File: src/rtl/instr_loader_ram.sv
// Writable instruction store for MCPU5. Programs are loaded over a valid/ready port,
// and the CPU reads them through a ROM-compatible combinational port.
module instr_loader_ram #(
    parameter int         DEPTH = 64,
    parameter int         AW    = 6,
    parameter logic [5:0] FILL  = 6'h3F
) (
    input  logic          clk,
    input  logic          rst_n,
    input  logic          load_start,
    input  logic          load_end,
    input  logic          data_valid,
    input  logic [5:0]    data_in,
    output logic          ready,
    output logic [AW:0]   word_count,
    output logic          cpu_hold,
    input  logic [7:0]    address,
    output logic [5:0]    instruction
);

    typedef enum logic [1:0] {
        IDLE,
        LOAD,
        RUN
    } state_t;

    localparam logic [AW:0] DEPTH_C = (AW+1)'(DEPTH);
    localparam logic [AW:0] ONE_C   = (AW+1)'(1);

    state_t      state_q, state_d;
    logic [AW:0] word_count_q, word_count_d;
    logic        mem_we;
    logic [5:0]  mem [DEPTH];

    logic [8:0]  addr_ext;
    logic [8:0]  count_ext;

    always_ff @(posedge clk) begin
        if (!rst_n) begin
            state_q      <= IDLE;
            word_count_q <= '0;
        end else begin
            state_q      <= state_d;
            word_count_q <= word_count_d;
        end
    end

    // Program storage is never cleared; stale words are hidden by the word_count read mask.
    always_ff @(posedge clk) begin
        if (mem_we) begin
            mem[word_count_q[AW-1:0]] <= data_in;
        end
    end

    always_comb begin
        state_d      = state_q;
        word_count_d = word_count_q;
        mem_we       = 1'b0;
        ready        = (state_q == LOAD) && (word_count_q < DEPTH_C);
        cpu_hold     = (state_q != RUN);

        case (state_q)
            IDLE: begin
                if (load_start) begin
                    state_d      = LOAD;
                    word_count_d = '0;
                end else if (load_end) begin
                    state_d      = RUN;
                    word_count_d = '0;
                end
            end
            LOAD: begin
                if (load_start) begin
                    word_count_d = '0;
                end else begin
                    if (data_valid && ready && rst_n) begin
                        mem_we       = 1'b1;
                        word_count_d = word_count_q + ONE_C;
                    end
                    // A word arriving with load_end is committed before the switch to RUN.
                    if (load_end || (word_count_d == DEPTH_C)) begin
                        state_d = RUN;
                    end
                end
            end
            RUN: begin
                if (load_start) begin
                    state_d      = LOAD;
                    word_count_d = '0;
                end
            end
            default: begin
                state_d      = IDLE;
                word_count_d = '0;
            end
        endcase
    end

    always_comb begin
        addr_ext  = {1'b0, address};
        count_ext = 9'(word_count_q);
        if ((state_q == RUN) && (addr_ext < count_ext)) begin
            instruction = mem[address[AW-1:0]];
        end else begin
            instruction = FILL;
        end
    end

    assign word_count = word_count_q;

endmodule

File: config.mk
export PLATFORM = sky130hd
export DESIGN_NAME = instr_loader_ram
export DESIGN_NICKNAME = d
export VERILOG_FILES = /design/src/rtl/instr_loader_ram.sv
export SDC_FILE = /design/constraint.sdc
export NUM_CORES = 1
export LEC_CHECK = 0
export BUFFER_PORTS_ARGS = -buffer_cell sky130_fd_sc_hd__buf_4
export CELL_PAD_IN_SITES_DETAIL_PLACEMENT = 0
export CELL_PAD_IN_SITES_GLOBAL_PLACEMENT = 1
export CORE_MARGIN = 4
export CORE_UTILIZATION = 55
export DETAILED_ROUTE_END_ITERATION = 6
export GPL_TIMING_DRIVEN = 0
export PLACE_DENSITY = 0.79
export SLEW_MARGIN = 20
export SYNTH_ARGS = -nofsm -noshare
export SYNTH_HDL_FRONTEND = slang
export SYNTH_SLANG_ARGS = --single-unit
File: constraint.sdc
create_clock -name clk -period 2.8 [get_ports clk]
set_input_delay 0.14 -clock clk [delete_from_list [all_inputs] [get_ports clk]]
set_output_delay 0.14 -clock clk [all_outputs]
set_load 0.01 [all_outputs]
# Yosys cells after proc, flatten, opt, wreduce, memory -nomap -nowiden
# Memory sizes are Yosys's and may differ from the RTL's.
# Index checks and enable logic that the tools add are counted.
# totals
reg_bits	9
mem_count	1
output_inout_bits	15
ramBits	384
latch_bits	0
mem_bits_ro	0
word_cells	42
# mem_list
name	depth	word_bits	rd	rd_ports_with_merged_regs	write_ports	line_no	rtl
mem	64	6	1	0	1	33	logic [5:0] mem [DEPTH];
# classes
eq_ne	8
bitwise_logic	0
multipliers	0
n_addsub	1
magnitude_cmp	2
n_reduce_logical	8
n_mux	20
n_div	0
n_shift	0
# op_table
op	count
2-to-1 mux 7 bit	7
case mux 7 bit (3 select lines)	1
2-to-1 mux 2 bit	5
< comparator 8 x 7 -> 1 bit	1
adder 7 x 1 -> 7 bit, second input constant	1
== test 7 bit, second input constant	1
< comparator 7 bit, second input constant	1
2-to-1 mux 6 bit	1
inequality test 2 bit, second input constant	3
case mux 2 bit (3 select lines)	1
2-to-1 mux 1 bit	5
logical AND 1 bit	4
AND reduction 4 bit	1
inequality test 3 bit, second input constant	1
== test 2 x 1 -> 1 bit, second input constant	1
== test 2 bit, second input constant	1
zero test 2 bit	1
inequality test 2 x 1 -> 1 bit, second input constant	1
AND reduction 2 bit	1
logical OR 1 bit	1

# Logic depth before layout (Yosys ltp)
# Gate-level depths: netlist of run 1.
# depth
ltp_word	12
depth_mapped	8
mapped_depth_nobuf	6

# Worst setup path before layout of run 1
# OpenSTA, ideal clock, no wires.
# synth_path
path_kind	reg2out
from	register word_count_q[5] (netlist: word_count[5])
to	output port instruction[4]
path_stages_with_launch	8
arrival_time_ns	2.045
path_buffers	1
t_required_ns	2.660
setup_slack_ns	0.615
path_cell_list	dfxtp_1 > clkbuf_1 > inv_1 > ha_1 > a2111oi_0 > inv_1 > a311oi_2 > a22oi_1
# synth_between
elab_chain_cells	3
# synth_lines
item	line_no	rtl
start, declared	31	logic [AW:0] word_count_q, word_count_d;
start signal, assigned	44	word_count_q <= word_count_d;
< comparator 8 x 7 -> 1 bit	102	if ((state_q == RUN) && (addr_ext < count_ext)) begin
logical AND 1 bit	102	
2-to-1 mux 6 bit	102	
end, declared	18	output logic [5:0] instruction
# No other way between the ends.

# Worst setup path after layout of run 1
# layout_path
from	register state_q[0]
to	memory mem[20][3] (enable)
# layout_between
elab_chain_cells	9
# layout_lines
item	line_no	rtl
start, declared	30	state_t state_q, state_d;
start signal, assigned	43	state_q <= state_d;
== test 2 x 1 -> 1 bit (*)	59, 62	
logical AND 1 bit	59	ready = (state_q == LOAD) && (word_count_q < DEPTH_C);
logical AND 1 bit (2 in a row)	76	if (data_valid && ready && rst_n) begin
2-to-1 mux 1 bit	76	
2-to-1 mux 1 bit	73	if (load_start) begin
2-to-1 mux 1 bit (*)	62	case (state_q)
2-to-1 mux 1 bit (*)	50	if (mem_we) begin
2-to-1 mux 1 bit (not written as such) (*)	51	mem[word_count_q[AW-1:0]] <= data_in;
end, declared	33	
# Every way passes the cells marked *; elsewhere a longest branch is shown, timed or not.

==> results of run 1 <==
state kept, by name (all words and copies together) (netlist names):
name	flops
mem	384
state_q	2
word_count	7
cell type report:
class                   instances  area [µm²]  area share, %
diodes                          1        2.50         0.0139
plain buffers                  36         225           1.25
clock buffers                  42         987           5.48
clock inverters                28         210           1.17
inverters                      11        41.3          0.229
multi-input cells             372        4100           22.7
flip-flops and latches        393       11700           65.1
well taps                     378         473           2.63
repair buffers                 33         254           1.41
cell usage in the layout (no fill, tap or decap), types with 7 or more instances in the layout:
cell / count
nor2_4: 8
edfxtp_1: 384
nor2_2: 54
clkbuf_16: 39
buf_4: 37
or4_1: 7
inv_1: 11
buf_2: 11
nand2_1: 40
clkinv_1: 10
buf_6: 8
a21oi_1: 8
clkinv_2: 7
nand3_1: 29
o22ai_1: 24
clkbuf_1: 10
nor2_1: 8
nand4_1: 8
nand2b_1: 30
mux4_2: 68
mux4_1: 28
critical path, delay by kind of cell, from the launching register on:
kind,cells,cell delay (ns)
DFF,1,0.44
and+or+nand+nor,5,2.11
worst paths after layout:
check / depth (start not counted) / from / slack, ns / to
worst max register to register: 5 / state_q[0] / -0.1 / mem[20][3]
worst max-delay path: 5 / state_q[0] / -0.1 / mem[20][3]
worst min-delay path: 4 / load_end / 0.07 / state_q[0]
worst min register to register: 2 / word_count[6] / 0.56 / word_count[6]
per-stage QoR:
step	instance area, µm²	utilization (%)	hold WS [ns]	setup TNS [ns]
floorplan	15800	-	0.239	0
global placement	16500	58.8	0.400	-11.93
detailed placement	16500	58.8	0.401	-37.27
CTS	17900	63.8	0.0549	-4.01
global route	18000	64.3	0.0815	-27.23
finish	18000	64.3	0.0700	-5.85
logic make-up (layout without fill, tap and decap cells):
kind of cell	after synthesis	after routing
AOI/OAI and AO/OA	63	63
xor gates and xnor gates	1	1
adders and majority gates	7	7
buffers and inverters	48	150
DFF	393	393
muxes	96	96
other	0	1
and+or+nand+nor	205	205
repair_timing:
item                                    4_1_cts  5_1_grt
endpoints found under the hold margin         7        0
pin swaps                                     1        0
hold buffers                                  1        0
buffers inserted                              1        0
endpoints found under the setup margin      288      371
resized for setup                            65       35
per-layer routing:
metal / part of all wire, % / wire, µm
met1: 41 / 14300
met2: 49 / 17100
met3: 8.2 / 2860
met4: 2.1 / 731
met5: 0 / 0
where the power goes:
part | internal [mW] | switching (mW)
logic | 0.209 | 0.331
registers | 6.45 | 0.00394
clock network | 2.76 | 2.12
total | 9.42 | 2.46
==> metrics, run 1 <==
commonest cells in the netlist 384 x edfxtp_1, 70 x nor2_1, 68 x mux4_2; initial antenna violation count 1; placed cells 1222; Worst Path Arrival 3.07 ns; fraction of layout cells with a size suffix above 1 29.2%; die area around 31000 µm²; CP max FO 8; GRT Max-Usage Layer met2; FFs w/ async S/R, synth 0%; CP max-delay cell nand2_1; sequential area share after synthesis 74.3%; endpoints failing hold 0; Die W 177 µm; Slew HR 26.2%; Area Growth Syn to Fin 14.3%; Max H-tree Level 2; worst setup margin -0.0984 ns; largest family of logic cells by synthesized area multiplexers; largest net degree at the start of global routing 65; pwr dens about 660 nW/µm²; Net count, final 912; vias in the first global route 8296; CTS Sinks 393; number of synthesized flops with an enable pin 384; detailed-route DRC error count 0; Setup Crit Path Kind flip-flop to flip-flop; period utilization 104%; vias post-DR 8128; post-synth top area cell edfxtp_1; status complete, but fails checks; met2 Use GR 36.4%; crit start category flip-flop; Pleak 5.61 nW; Fillers 1877; Slowest Stage Delay on Critical Path 0.62 ns; mux share of post-synthesis cell area 14.4%; grt ovf 0; Max clock buf depth 3; CTS buffer count 39; RSZ-0062 raised after global routing true; peak supply drop 574 µV; first-pass GRT wire length 52700 µm; total track usage approximately 23%; most common cell in the netlist edfxtp_1; routability cong. 0.899; vias per cell 6.28; Mean Syn Cell Area 19.4 µm²; Worst setup EP type flip-flop; Post-Syn Nets between 800 and 900; Mapped Area 15800 µm²; clk_lat worst skew 0.52 ns; most frequent CP cell nand2_1; Final Skew around 0.011 ns; Die H 177 µm; Fmax approximately 350 MHz; Initial Utilization 56.3%; CORE AREA about 28000 µm²; final WL 35000 µm; WP data required 2.97 ns; Ys Warns 0; Synth Area in Adders 0.556%; Synth Area in Compound Gates 2.74%; post-synthesis xor/xnor area fraction 0.0556%; grt met3 use 4.96%; drt pass-1 iters 5; antenna-violating nets left 0; max-cap viol count 0; Slew @ Worst Pin 1.10 ns; Setup-failing EPs final 162; Starting DRT DRC Count 892; Routed WL per cell 27.0 µm; register bit total from synthesis 393; violated checks setup timing; CTS root buffer clkbuf_16; Hold Crit Class primary input to flip-flop; final max-slew violation count 0; I/O pin cnt 34; Final HPWL DP 22200 µm; met1 Use GR between 30% and 40%; Port Buf Inserts 31; total power roughly 12 mW; top post-synthesis cells by area edfxtp_1 73%, mux4_2 9.7%, mux4_1 4.7%; Post-Synth Simple-Gate Area around 6.3%; Synth Flop Type edfxtp_1; row count 61; Cell Chain, Critical Path nor3b_4 > nand2_1 > nor3_2 > nand2_1 > nor2_2; clock slew at reported path FFs 0.06 ns; dpl ws -0.308 ns; Yosys cell types 44; min cycle time layout just under 3 ns; Syn Inst Count 813; CTS tree done; Final Non-Filler Cells 1294; area share of the largest cell type after synthesis 73.1%
Note: power is estimated with default switching activity, not from simulation.
==> inputs of run 2 (changes only) <==
--- a/config.mk
+++ b/config.mk
@@ -14,3 +14,3 @@
 export GPL_TIMING_DRIVEN = 0
-export PLACE_DENSITY = 0.79
+export PLACE_DENSITY_LB_ADDON = 0.1
 export SLEW_MARGIN = 20
==> constraint.sdc (replaced) <==
create_clock -name clk -period 2.8 [get_ports clk]
set_input_delay 0.42 -clock clk [delete_from_list [all_inputs] [get_ports clk]]
set_output_delay 0.42 -clock clk [all_outputs]
set_load 0.01 [all_outputs]
==> run 2 against run 1 <==
  * Via count about the same
  * Largest power group unchanged
  * Largest cell class unchanged
  * Clock power barely moved
  * Final cell count is 0.23% higher
  * First-iteration DRC count decreased by 9.3%
  * The flow still finishes with violations (setup timing)
  * Cell area rose by 0.92%
  * Worst hold slack gained 0.089 ns
  * Fmax increased by 2.1%
==> metrics, run 2 (synthesis gave the netlist of run 1 again) <==
pwr dens 654 nW/µm² (-0.76%); Port Buf Inserts 31 (unchanged); Cell Chain, Critical Path inv_6 > ha_4 > o211ai_1 > o21ai_2 > a31oi_4 > buf_12 > a22oi_2 > buf_4; Setup-failing EPs final 2 (-99%); peak supply drop 515 µV (-10%); row count 61 (unchanged); Starting DRT DRC Count 809 (-9.3%); met1 Use GR 34.2% (+0.83 points); Slew @ Worst Pin 1.04 ns (-0.0579 ns); detailed-route DRC error count 0 (unchanged); Slowest Stage Delay on Critical Path 0.42 ns (-0.20 ns); Initial Utilization 56.3% (unchanged); dpl ws -0.512 ns (-0.204 ns); Final Skew 0.0240 ns (+0.0130 ns); Slew HR 30.1% (+3.9 points); max FFs per register 384 (unchanged); Final HPWL DP 22600 µm (+1.7%); clk_lat worst skew 0.54 ns (+0.02 ns); CP max FO 8 (unchanged); setup_tns -0.0573 ns (+5.79 ns); Pleak 5.69 nW (+1.3%); largest net degree at the start of global routing 65 (unchanged); worst setup margin -0.0383 ns (+0.0601 ns); fraction of layout cells with a size suffix above 1 31.1% (+1.9 points); crit start category flip-flop; Max H-tree Level 2 (unchanged); Die H 177 µm (unchanged); die area 31400 µm² (unchanged); Setup Crit Path Kind flip-flop to primary output; violated checks setup timing; commonest cells after routing, fill and taps aside 384 x edfxtp_1, 68 x mux4_2, 55 x nor2_2; status complete, but fails checks; Die W 177 µm (unchanged); placed cells 1222 (unchanged); I/O pin cnt 34 (unchanged); Fmax 352 MHz (+2.1%); final WL 34800 µm (-0.43%); CP max-delay cell dfxtp_4; period utilization 101% (-2.1 points); grt met3 use 4.32% (-0.64 points); sum of buffers and inverters on the critical path 3 (+3); ANT cells 0 (-1); initial antenna violation count 1 (unchanged); RSZ-0062 raised after global routing true; CTS root buffer clkbuf_16; WP data required 2.38 ns (-0.59 ns); clock slew at reported path FFs 0.06 ns (about the same); min cycle time layout 2.84 ns (-0.0601 ns); antenna-violating nets left 0 (unchanged); Net count, final 918 (+0.66%); CTS buffer count 39 (unchanged); Routed WL per cell 26.9 µm (-0.66%); most common cell after layout, fill and taps aside edfxtp_1; CTS tree done; vias post-DR 8123 (-0.062%); first-pass GRT wire length 52200 µm (-0.94%); routability cong. 0.846 (-5.8%); CTS Sinks 393 (unchanged); Worst Path Arrival 2.42 ns (-0.65 ns); GRT Max-Usage Layer met2; final max-slew violation count 0 (unchanged); Hold Crit Class primary input to flip-flop; vias per cell 6.26 (-0.29%); Area Growth Syn to Fin 15.3%; met2 Use GR 35.0% (-1.4 points); CP top delay family compound AO/OA/AOI/OAI gates; CORE AREA 28000 µm² (unchanged); Worst setup EP type primary output; Final Non-Filler Cells 1297 (+0.23%); Max clock buf depth 3 (unchanged); total track usage 22.9% (-0.098 points); hold_buf cts 0 (-1); endpoints failing hold 0 (unchanged); drt pass-1 iters 5 (unchanged); grt ovf 0 (unchanged); vias in the first global route 8375 (+0.95%); max-cap viol count 0 (unchanged)
==> run 2: per-stage QoR <==
step / hold slack [ns] / power (mW) / util [%] / area [µm²]
finish: 0.159 / 11.9 / 64.9 / 18200
global route: 0.153 / 12.3 / 64.9 / 18200
CTS: 0.140 / 12.0 / 64.1 / 17900
detailed placement: 0.571 / 7.11 / 58.8 / 16500
global placement: 0.578 / 7.10 / 58.8 / 16500
floorplan: 0.519 / 6.88 / - / 15800
==> run 2: worst paths after layout <==
| kind | start | to | slack, ns | cells after the start |
|---|---|---|---|---|
| max reg2reg | state_q[0] | mem[14][5] | 0 | 5 |
| min | rst_n | word_count[5] | 0.16 | 2 |
| min reg2reg | word_count[6] | word_count[6] | 0.54 | 2 |
| max | word_count[3] | instruction[2] | -0.04 | 8 |
==> run 2: where the power goes <==
| part | total, mW | switching [mW] | leakage (nW) | internal (mW) |
|---|---|---|---|---|
| Sequential | 6.45 | 0.00398 | 3.53 | 6.45 |
| Combinational | 0.563 | 0.338 | 1.58 | 0.225 |
| Clock | 4.88 | 2.07 | 0.577 | 2.81 |
==> run 2: worst register-to-register path, stage by stage (launching register included) <==
cell	delay [ns]
dfxtp_1	0.43
nor3b_4	0.35
nand2_1	0.21
nor3_2	0.31
nand2_1	0.60
nor2_2	0.56
==> run 2: routing by layer <==
metal	vias up	share of wire, %
li1	3518	-
met1	4246	44
met2	285	47
met3	74	6.3
met4	0	2.9
met5	-	0
==> run 2: what timing repair did <==
item                                    CTS  global route
buffers inserted                          4             6
pin swaps                                 9             7
endpoints found under the setup margin  198           378
hold endpoints to repair                  0             0
resized for setup                        78            63
==> run 2: area by class of cell <==
| cell class | count | area, µm² |
|---|---|---|
| fill | 1905 | 9830 |
| inverter | 11 | 48.8 |
| sequential | 393 | 11700 |
| clock inverter | 18 | 150 |
| tap | 378 | 473 |
| buffer | 36 | 282 |
| timing repair buffer | 39 | 309 |
| clock buffer | 50 | 1040 |
| multi-input combinational | 372 | 4150 |
